File: src/rtl/calc_op_sched.sv
// calc_op_sched: operation scheduler for the calculator datapath.
// Evaluates add/sub locally, dispatches mul/div to shared sequential units
// over Go/Done handshakes, traps divide-by-zero before launching the divider,
// and aborts a unit that never answers after TIMEOUT wait cycles.
//
// Ports:
//   CLK, rst            clock (rising edge), synchronous active-high reset
//   Go, op, A, B        request strobe (sampled in IDLE), opcode, operands
//   busy                high whenever the scheduler is not idle
//   unit_x, unit_y      shared operand buses, driven from the latched operands
//   mul_go/mul_done/mul_p          multiplier handshake and product
//   div_go/div_done/div_q/div_r    divider handshake, quotient and remainder
//   result, rem         registered result and remainder (rem is 0 unless div)
//   Done                one-cycle completion pulse
//   Error, timeout      sticky divide-by-zero and watchdog flags
module calc_op_sched #(
  parameter int unsigned WIDTH   = 4,
  parameter int unsigned TIMEOUT = 64
) (
  input  logic                 CLK,
  input  logic                 rst,
  input  logic                 Go,
  input  logic [1:0]           op,
  input  logic [WIDTH-1:0]     A,
  input  logic [WIDTH-1:0]     B,
  output logic                 busy,
  output logic [WIDTH-1:0]     unit_x,
  output logic [WIDTH-1:0]     unit_y,
  output logic                 mul_go,
  input  logic                 mul_done,
  input  logic [2*WIDTH-1:0]   mul_p,
  output logic                 div_go,
  input  logic                 div_done,
  input  logic [WIDTH-1:0]     div_q,
  input  logic [WIDTH-1:0]     div_r,
  output logic [2*WIDTH-1:0]   result,
  output logic [WIDTH-1:0]     rem,
  output logic                 Done,
  output logic                 Error,
  output logic                 timeout
);

  localparam int unsigned TW = (TIMEOUT > 2) ? $clog2(TIMEOUT) : 1;
  localparam logic [TW-1:0] TIMER_MAX = TW'(TIMEOUT - 1);

  typedef enum logic [2:0] {
    S_IDLE,
    S_DECODE,
    S_LAUNCH,
    S_WAIT,
    S_DONE
  } state_t;

  typedef enum logic [1:0] {
    OP_ADD = 2'b00,
    OP_SUB = 2'b01,
    OP_MUL = 2'b10,
    OP_DIV = 2'b11
  } op_t;

  state_t               state_q, state_d;
  op_t                  op_q, op_d;
  logic [WIDTH-1:0]     a_q, a_d;
  logic [WIDTH-1:0]     b_q, b_d;
  logic [TW-1:0]        timer_q, timer_d;
  logic [2*WIDTH-1:0]   result_q, result_d;
  logic [WIDTH-1:0]     rem_q, rem_d;
  logic                 error_q, error_d;
  logic                 timeout_q, timeout_d;
  logic                 sel_done;

  // Only the unit that was launched may complete the operation.
  assign sel_done = (op_q == OP_DIV) ? div_done : mul_done;

  always_comb begin
    state_d   = state_q;
    op_d      = op_q;
    a_d       = a_q;
    b_d       = b_q;
    timer_d   = timer_q;
    result_d  = result_q;
    rem_d     = rem_q;
    error_d   = error_q;
    timeout_d = timeout_q;
    unique case (state_q)
      S_IDLE: begin
        if (Go) begin
          a_d       = A;
          b_d       = B;
          op_d      = op_t'(op);
          error_d   = 1'b0;
          timeout_d = 1'b0;
          state_d   = S_DECODE;
        end
      end
      S_DECODE: begin
        unique case (op_q)
          OP_ADD: begin
            result_d = (2*WIDTH)'(a_q) + (2*WIDTH)'(b_q);
            rem_d    = '0;
            state_d  = S_DONE;
          end
          OP_SUB: begin
            result_d = (2*WIDTH)'(a_q) - (2*WIDTH)'(b_q);
            rem_d    = '0;
            state_d  = S_DONE;
          end
          OP_DIV: begin
            if (b_q == '0) begin
              error_d  = 1'b1;
              result_d = '0;
              rem_d    = '0;
              state_d  = S_DONE;
            end else begin
              state_d  = S_LAUNCH;
            end
          end
          default: state_d = S_LAUNCH;
        endcase
      end
      S_LAUNCH: begin
        timer_d = '0;
        state_d = S_WAIT;
      end
      S_WAIT: begin
        // Completion beats the watchdog when both land on the same cycle.
        if (sel_done) begin
          if (op_q == OP_DIV) begin
            result_d = (2*WIDTH)'(div_q);
            rem_d    = div_r;
          end else begin
            result_d = mul_p;
            rem_d    = '0;
          end
          state_d = S_DONE;
        end else if (timer_q == TIMER_MAX) begin
          timeout_d = 1'b1;
          state_d   = S_DONE;
        end else begin
          timer_d = timer_q + TW'(1);
        end
      end
      S_DONE:  state_d = S_IDLE;
      default: state_d = S_IDLE;
    endcase
  end

  always_ff @(posedge CLK) begin
    if (rst) begin
      state_q   <= S_IDLE;
      op_q      <= OP_ADD;
      a_q       <= '0;
      b_q       <= '0;
      timer_q   <= '0;
      result_q  <= '0;
      rem_q     <= '0;
      error_q   <= 1'b0;
      timeout_q <= 1'b0;
    end else begin
      state_q   <= state_d;
      op_q      <= op_d;
      a_q       <= a_d;
      b_q       <= b_d;
      timer_q   <= timer_d;
      result_q  <= result_d;
      rem_q     <= rem_d;
      error_q   <= error_d;
      timeout_q <= timeout_d;
    end
  end

  // Moore outputs decoded from the state and result registers.
  assign busy    = (state_q != S_IDLE);
  assign mul_go  = (state_q == S_LAUNCH) && (op_q == OP_MUL);
  assign div_go  = (state_q == S_LAUNCH) && (op_q == OP_DIV);
  assign Done    = (state_q == S_DONE);
  assign unit_x  = a_q;
  assign unit_y  = b_q;
  assign result  = result_q;
  assign rem     = rem_q;
  assign Error   = error_q;
  assign timeout = timeout_q;

endmodule

File: config.mk
export PLATFORM = sky130hd
export DESIGN_NAME = calc_op_sched
export DESIGN_NICKNAME = d
export VERILOG_FILES = /design/src/rtl/calc_op_sched.sv
export SDC_FILE = /design/constraint.sdc
export NUM_CORES = 1
export LEC_CHECK = 0
export CORE_MARGIN = 5
export CORE_UTILIZATION = 26
export CTS_CLUSTER_SIZE = 24
export DETAILED_ROUTE_END_ITERATION = 16
export SLEW_MARGIN = 20
export SYNTH_ARGS = -nofsm -noshare
export SYNTH_HDL_FRONTEND = slang
export SYNTH_SLANG_ARGS = --single-unit
File: constraint.sdc
create_clock -name CLK -period 5.3 [get_ports CLK]
set_input_delay 1.06 -clock CLK [delete_from_list [all_inputs] [get_ports CLK]]
set_output_delay 1.06 -clock CLK [all_outputs]
set_load 0.005 [all_outputs]
==> results of run 1 <==
==> final cells by class <==
type	count	area, um2	area share
clock buffers	7	86.3	0.0340
inverters	11	41.3	0.0163
multi-input cells	169	1060	0.418
flip-flops and latches	33	661	0.260
well taps	96	120	0.0473
repair buffers	57	568	0.224
==> per-layer routing <==
layer | part of all wire | up-vias
met5 | 0 | -
met4 | 0.018 | 0
met3 | 0.080 | 9
met2 | 0.41 | 60
met1 | 0.49 | 781
li1 | - | 898
==> through the flow <==
stage                     instance area, um2  hold WS [ns]
after floorplan                         1840         0.446
after global placement                  2450         0.440
after detailed placement                2450         0.450
after CTS                               2540         0.459
after global routing                    2540         0.479
final                                   2540         0.459
==> flip-flops by register name, indices dropped and copies added, names as in the netlist <==
register  cells
Error         1
op_q          2
rem           4
result        8
state_q       3
timeout       1
timer_q       6
unit_x        4
unit_y        4
==> worst paths after layout <==
path | start | to
setup / recovery | state_q[1] | mul_go
setup reg to reg | op_q[0] | timer_q[4]
hold / removal | rem[2] | rem[2]
hold reg to reg | rem[2] | rem[2]
==> cell usage after synthesis (2+ instances only) <==
master / instances
nand2_1: 40
dfxtp_1: 33
a21oi_1: 25
nor2_1: 16
inv_1: 11
nor3_1: 10
ha_1: 9
clkbuf_1: 8
nand2b_1: 7
nand4_1: 6
nand3_1: 5
a211oi_1: 4
mux2i_1: 4
and2_1: 3
xor2_1: 3
a31oi_1: 2
buf_6: 2
fa_1: 2
nor2b_1: 2
nor3b_1: 2
nor4_1: 2
xnor2_1: 2
==> placed cells by master (no fill, tap or decap), types with 4 or more instances in the layout <==
cell	count
clkdlybuf4s50_1	56
mux2i_1	4
a211oi_1	4
nand3_1	5
nand2b_1	7
dfxtp_1	33
nor2_1	16
ha_1	9
inv_1	11
nand2_1	40
clkbuf_8	6
nand4_1	6
nor3_1	10
a21oi_1	25
==> logic make-up (layout without fill, tap and decap cells) <==
family,count (synthesis),after routing
buf+inv,23,75
compound gates,50,50
xor+xnor,5,5
mux,4,4
simple gates,99,99
flops,33,33
fa+ha+maj,11,11
==> report_power, final <==
group / internal (uW) / switching [uW]
clock network: 103 / 86.7
logic: 66.1 / 57.4
registers: 259 / 14.7
total: 428 / 159
==> worst reg2reg max path, delay by kind of cell (launching register included) <==
family,cells,cell delay (ns)
AO/OA/AOI/OAI,2,0.68
AND/OR/NAND/NOR,2,0.67
flip-flops,1,0.52
multiplexers,1,0.15
==> flow_summary.toml, run 1 <==
[status]
status = "finished, final reports clean"

[logic_synthesis]
synthMuxAreaShare = 0.0218
syn-num-nets = 267
synth_simple_gate_area_share = 0.264
synth_top_family_by_area = "simple AND/OR/NAND/NOR gates"
yosysWarnings = 0
synthCells = 225
synth_compound_area_frac = 0.186
synth_top_area_frac = 0.360
synth-adder-area-share = 0.0832
syn-cell-area_um2 = 1840
synth.distinct_cells = 49
seq_area_frac_synth = 0.360
async_flop_share = 0
yosysTopAreaCell = "dfxtp_1"
avgSynthCellArea_um2 = 8.16
ys_top_cells_by_area = "dfxtp_1 36%, nand2_1 8.2%, a21oi_1 6.8%"
synth_edf_count = 0
synth-seq-cells = 33
yosys_most_used_dff = "dfxtp_1"
synth_xor_area_frac = 0.0239

[cts]
cts.clk_slew.worst_paths_ns = 0.07
cts_made_buffers = 5
root_buffer = "clkbuf_8"
clkSinkCount = 33
clkLatencyLatePin_ns = 0.28
cts_setup_buffers = 0
cts_tree = "done"
ctsResizeCount = 0
holdBufCountCts = 0
clock_path_buffers = 2
cts_max_level = 2

[critical_path]
path_delay_family = "flip-flops"
cp_data_required_time_ns = 4.24
worst-path-buf-inv = 1
path_depth = 3
cp_slowest_stage_delay_ns = 0.63
critPathKind = "register to output port"
r2r_slack_ns = 3.18
r2r_cells = 5
end_kind = "output port"
critPathMaxFanout = 13
arrival_ns = 1.81
critical_path.cell_chain = "nand2_1 -> nor3_1 -> clkdlybuf4s50_1"
crit_slowest_cell = "dfxtp_1"
start_kind = "register"

[power]
leakage_uw = 0.000927
worst_ir_drop_vdd_uv = 94.0
p_per_area_nw_per_um2 = 231
power.total_uw = 587

[worst_hold_path]
hold_class = "register to register"
min_path_cells = 2

[layout]
fin_cells = 373
finalNetCount = 319
syn2layout_area_growth_pct = 38.3
final_util = 0.372
n_fill_cell = 745
drive_gt1_frac = 0.0397
diodes = 0

[timing]
setup_tns_ns = 0
rsz0062_at_grt = "false"
slew_viol_final = 0
layout_setup_ws_ns = 2.43
setup_violations = 0
maxSlewHeadroom = 0.652
worst_pin_slew_ns = 0.522
finClkSkew_ns = 0.00677
finalCritPeriodShare = 0.541
clock.fmax_mhz = 349
finalHoldViolCount = 0
min_period_ns = 2.87

[floorplan]
die_h_um = 94.0
num_rows = 30
dieArea_um2 = 8840
dieWidth_um = 94.0
core_um2 = 6830
start_util = 0.269
ios = 57

[global_route]
grt.total_usage = 0.116
use_met3 = 0.0393
grt_pass1_wl_um = 8140
overflow = 0
grtUsageMet2 = 0.161
top_usage_layer = "met1"
grt_pass1_vias = 1639
antenna_found_initial = 0
grt_max_degree = 33
grt_use_met1 = 0.164

[route]
initialDrtViolationCount = 132
antenna_left = 0
via_per_inst = 4.69
drc_errors = 0
via_count = 1748
firstDrtPassIters = 4
routedWlPerCell_um = 13.6
wl_um = 5080

[placed_design]
place_congestion = 0.836
dp_hpwl_um = 3790
dpl_worst_slack_ns = 2.42
io_buffers = 56
dp.cells = 366

[job]
drv_cap = 0
No activity file was read; power rests on OpenSTA's default activity.
==> run 2: changes to the inputs <==
==> constraint.sdc (replaced) <==
create_clock -name CLK -period 2.6 [get_ports CLK]
set_input_delay 0.52 -clock CLK [delete_from_list [all_inputs] [get_ports CLK]]
set_output_delay 0.52 -clock CLK [all_outputs]
set_load 0.005 [all_outputs]
==> flow_summary.toml, run 2 (synthesis results as in run 1) <==
[timing]
worst_pin_slew_ns = 0.540
setup_violations = 0
rsz0062_at_grt = "false"
min_period_ns = 2.22
finClkSkew_ns = 0.00623
finalCritPeriodShare = 0.853
slew_viol_final = 0
fin_hold_ws_ns = 0.467
setup_tns_ns = 0
finalHoldViolCount = 0
clock.fmax_mhz = 451
maxSlewHeadroom = 0.640

[floorplan]
dieArea_um2 = 8840
num_rows = 30
core_um2 = 6830
start_util = 0.269
ios = 57
dieWidth_um = 94.0
die_h_um = 94.0

[cts]
root_buffer = "clkbuf_8"
holdBufCountCts = 0
ctsResizeCount = 0
clock_path_buffers = 2
clkLatencyLatePin_ns = 0.28
clkSinkCount = 33
cts.clk_slew.worst_paths_ns = 0.07
cts_made_buffers = 5
cts_tree = "done"
cts_setup_buffers = 0
cts_max_level = 2

[critical_path]
start_kind = "register"
crit_slowest_cell = "dfxtp_1"
critical_path.cell_chain = "nand2_1 -> nor2_1 -> clkdlybuf4s50_1"
cp_data_required_time_ns = 2.08
path_delay_family = "flip-flops"
critPathKind = "register to output port"
arrival_ns = 1.70
worst-path-buf-inv = 1
critPathMaxFanout = 10
end_kind = "output port"
cp_slowest_stage_delay_ns = 0.53

[job]
drv_cap = 0

[power]
clkPwrFrac = 0.317
p_per_area_nw_per_um2 = 465
p_comb_frac = 0.216
p_seq_frac = 0.467
power.switching_uw = 342
worst_ir_drop_vdd_uv = 356
p_int_uw = 850
p_sw_frac = 0.287
leakage_uw = 0.000949

[global_route]
grt_max_degree = 32
grt_pass1_vias = 1775
antenna_found_initial = 0
grt_pass1_wl_um = 8670
grt.total_usage = 0.123
overflow = 0

[status]
status = "finished, final reports clean"

[layout]
drive_gt1_frac = 0.0567
final_common_cell = "clkdlybuf4s50_1"
finalNetCount = 323
regArea_um2 = 661
final_cell_mix = "56 x clkdlybuf4s50_1, 40 x nand2_1, 33 x dfxtp_1"
final_util = 0.375
multi_input_area_um2 = 1060
syn2layout_area_growth_pct = 39.7
largest_reg_flops = 8
diodes = 0
n_fill_cell = 739

[worst_hold_path]
hold_class = "register to register"

[route]
firstDrtPassIters = 4
antenna_left = 0
routedWlPerCell_um = 13.9
via_per_inst = 4.70
wl_um = 5250
via_count = 1778
drc_errors = 0
initialDrtViolationCount = 123

[placed_design]
place_congestion = 0.827
dp_hpwl_um = 3990
io_buffers = 56
==> run 2: changes by cell type in the layout (fill, tap and decap cells not counted), sizes merged <==
cell,change
buf,+4
clkinv,+2
clkbuf,-1
==> run 2: worst register-to-register path, cell delays in order, from the launching register on <==
cell and delay [ns]:
dfxtp_1 0.45, ha_1 0.21, inv_1 0.05, fa_1 0.40, a21o_1 0.18, a21oi_1 0.22
and3_1 0.26, a211oi_1 0.07, nor3_1 0.14
==> run 2: final cells by class <==
class                   instances  area share
well taps                      96      0.0468
clock buffers                   6      0.0283
repair buffers                 61       0.233
inverters                      11      0.0161
flip-flops and latches         33       0.258
multi-input cells             169       0.414
clock inverters                 2     0.00390
==> run 2: final timing paths <==
kind,startpoint,end,slack [ns],cells after the start
hold reg to reg,result[2],result[2],0.47,2
setup reg to reg,unit_y[0],result[7],0.56,8
hold / removal,result[2],result[2],0.47,2
setup / recovery,op_q[0],div_go,0.38,3
==> run 2: per-stage QoR <==
step	area (um2)	std cells	power (uW)	worst slack, ns
detailed placement	2480	370	826	0.318
global route	2560	378	1250	0.288
CTS	2560	378	1200	0.373
finish	2560	378	1190	0.383
floorplan	1840	225	706	0.805
global placement	2480	370	823	0.361
==> run 2: per-layer routing <==
| metal | global-route usage | vias to the layer above | wire length (um) |
|---|---|---|---|
| li1 | - | 903 | - |
| met1 | 0.165 | 818 | 2590 |
| met2 | 0.189 | 53 | 2280 |
| met3 | 0.0457 | 4 | 336 |
| met4 | 0.0253 | 0 | 38 |
| met5 | 0 | - | 0 |
==> run 2: power by group through the flow <==
stage / Combinational, uW / Clock [uW] / Sequential (uW)
after detailed placement: 258 / 0 / 569
final: 257 / 378 / 557
after CTS: 259 / 387 / 557
after global routing: 285 / 408 / 561
after floorplan: 147 / 0 / 560
after global placement: 255 / 0 / 568
==> run 3: changes to the inputs <==
--- a/config.mk
+++ b/config.mk
@@ -5,9 +5,9 @@
 export SDC_FILE = /design/constraint.sdc
 export NUM_CORES = 1
 export LEC_CHECK = 0
-export CORE_MARGIN = 5
+export CORE_MARGIN = 8
 export CORE_UTILIZATION = 26
-export CTS_CLUSTER_SIZE = 24
+export CTS_CLUSTER_SIZE = 30
 export DETAILED_ROUTE_END_ITERATION = 16
 export SLEW_MARGIN = 20
 export SYNTH_ARGS = -nofsm -noshare
==> flow_summary.toml, run 3 (synthesis results as in run 1) <==
[status]
status = "finished, final reports clean"

[cts]
root_buffer = "clkbuf_8"
cts_max_level = 2
holdBufCountCts = 0
clock_path_buffers = 2
cts.clk_slew.worst_paths_ns = 0.07
clkSinkCount = 33
cts_setup_buffers = 0
ctsResizeCount = 0
cts_made_buffers = 5
clkLatencyLatePin_ns = 0.29
cts_tree = "done"

[power]
power.total_uw = 1190
worst_ir_drop_vdd_uv = 187
leakage_uw = 0.000949
p_per_area_nw_per_um2 = 464

[floorplan]
dieWidth_um = 100
ios = 57
num_rows = 30
start_util = 0.269
dieArea_um2 = 10000
core_um2 = 6830
die_h_um = 100

[route]
firstDrtPassIters = 4
drt-met1-wl_um = 2660
initialDrtViolationCount = 74
wl_met3_um = 391
wl_um = 5370
antenna_left = 0
dr_wl_met2_um = 2290
drc_errors = 0
top_layer_used = "met4"
via_per_inst = 4.60
routedWlPerCell_um = 14.2
via_count = 1740

[placed_design]
io_buffers = 56
dp_hpwl_um = 4090
dp.cells = 370
place_congestion = 0.811

[timing]
worst_pin_slew_ns = 0.513
clock.fmax_mhz = 442
fin_hold_ws_ns = 0.458
rsz0062_at_grt = "false"
min_period_ns = 2.26
setup_tns_ns = 0
slew_viol_final = 0
finClkSkew_ns = 0.00944
maxSlewHeadroom = 0.658
finalCritPeriodShare = 0.871
finalHoldViolCount = 0
setup_violations = 0

[critical_path]
start_kind = "register"
cp_data_required_time_ns = 2.08
r2r_cells = 5
rr_startpoint = "op_q[0]"
r2r_slack_ns = 0.50
critPathKind = "register to output port"
arrival_ns = 1.74
critPathMaxFanout = 10
end_kind = "output port"
r2r-end = "result[4]"

[global_route]
overflow = 0
grt_pass1_vias = 1684
grt_pass1_wl_um = 8580
antenna_found_initial = 0
grt_max_degree = 16
grt.total_usage = 0.108

[layout]
n_fill_cell = 726
diodes = 0
multi_input_area_um2 = 1060
fin_cells = 378
finalNetCount = 323
syn2layout_area_growth_pct = 39.7
final_common_cell = "clkdlybuf4s50_1"
drive_gt1_frac = 0.0567
largest_reg_flops = 8
regArea_um2 = 661
final_cell_mix = "56 x clkdlybuf4s50_1, 40 x nand2_1, 33 x dfxtp_1"

[worst_hold_path]
holdCritStartpoint = "result[2]"
hold_class = "register to register"
min_path_cells = 2
min_to = "result[2]"

[job]
drv_cap = 0
[run 3: cell counts in the layout (fill, tap and decap cells not counted)]
Identical to the previous run, type by type.
[run 3: final cells by class]
class / instances / share of cell area
inverter: 11 / 0.0161
multi-input combinational: 169 / 0.414
sequential: 33 / 0.258
clock buffer: 6 / 0.0283
timing repair buffer: 61 / 0.233
clock inverter: 2 / 0.00390
tap: 96 / 0.0468
[run 3: worst max-delay path: stages (launching register included)]
cell and delay, ns:
dfxtp_1 0.53, nand2_1 0.23, nor2_1 0.17, clkdlybuf4s50_1 0.52
[run 3: per-stage QoR]
stage	setup WS [ns]	util	area (um2)
2_1_floorplan	0.805	-	1840
3_3_place_gp	0.285	0.363	2480
3_5_place_dp	0.249	0.363	2480
4_1_cts	0.326	0.375	2560
5_1_grt	0.199	0.375	2560
6_report	0.337	0.375	2560
[run 3: where the power goes]
| group | leakage (uW) | internal, uW | switching (uW) | total (uW) |
|---|---|---|---|---|
| Sequential | 0.000268 | 527 | 28.7 | 556 |
| Combinational | 0.000635 | 137 | 120 | 257 |
| Clock | 0.0000450 | 185 | 193 | 379 |
| Total | 0.000949 | 850 | 342 | 1190 |
[run 3: metal layers]
| metal | up-vias | global-route usage |
|---|---|---|
| met2 | 55 | 0.154 |
| met1 | 781 | 0.145 |
| met4 | 0 | 0.0244 |
| met5 | - | 0 |
| met3 | 2 | 0.0450 |
| li1 | 902 | - |
[run 3: how the worst max path moves through the flow]
| stage | startpoint | to | slack (ns) | cells past startpoint |
|---|---|---|---|---|
| final | op_q[0] | div_go | 0.34 | 3 |
| after global routing | op_q[0] | div_go | 0.20 | 3 |
| after CTS | op_q[0] | div_go | 0.33 | 3 |
| after detailed placement | div_done | result[4] | 0.25 | 6 |
| after global placement | div_done | result[4] | 0.29 | 6 |
| after floorplan | unit_y[2] | result[3] | 0.80 | 8 |
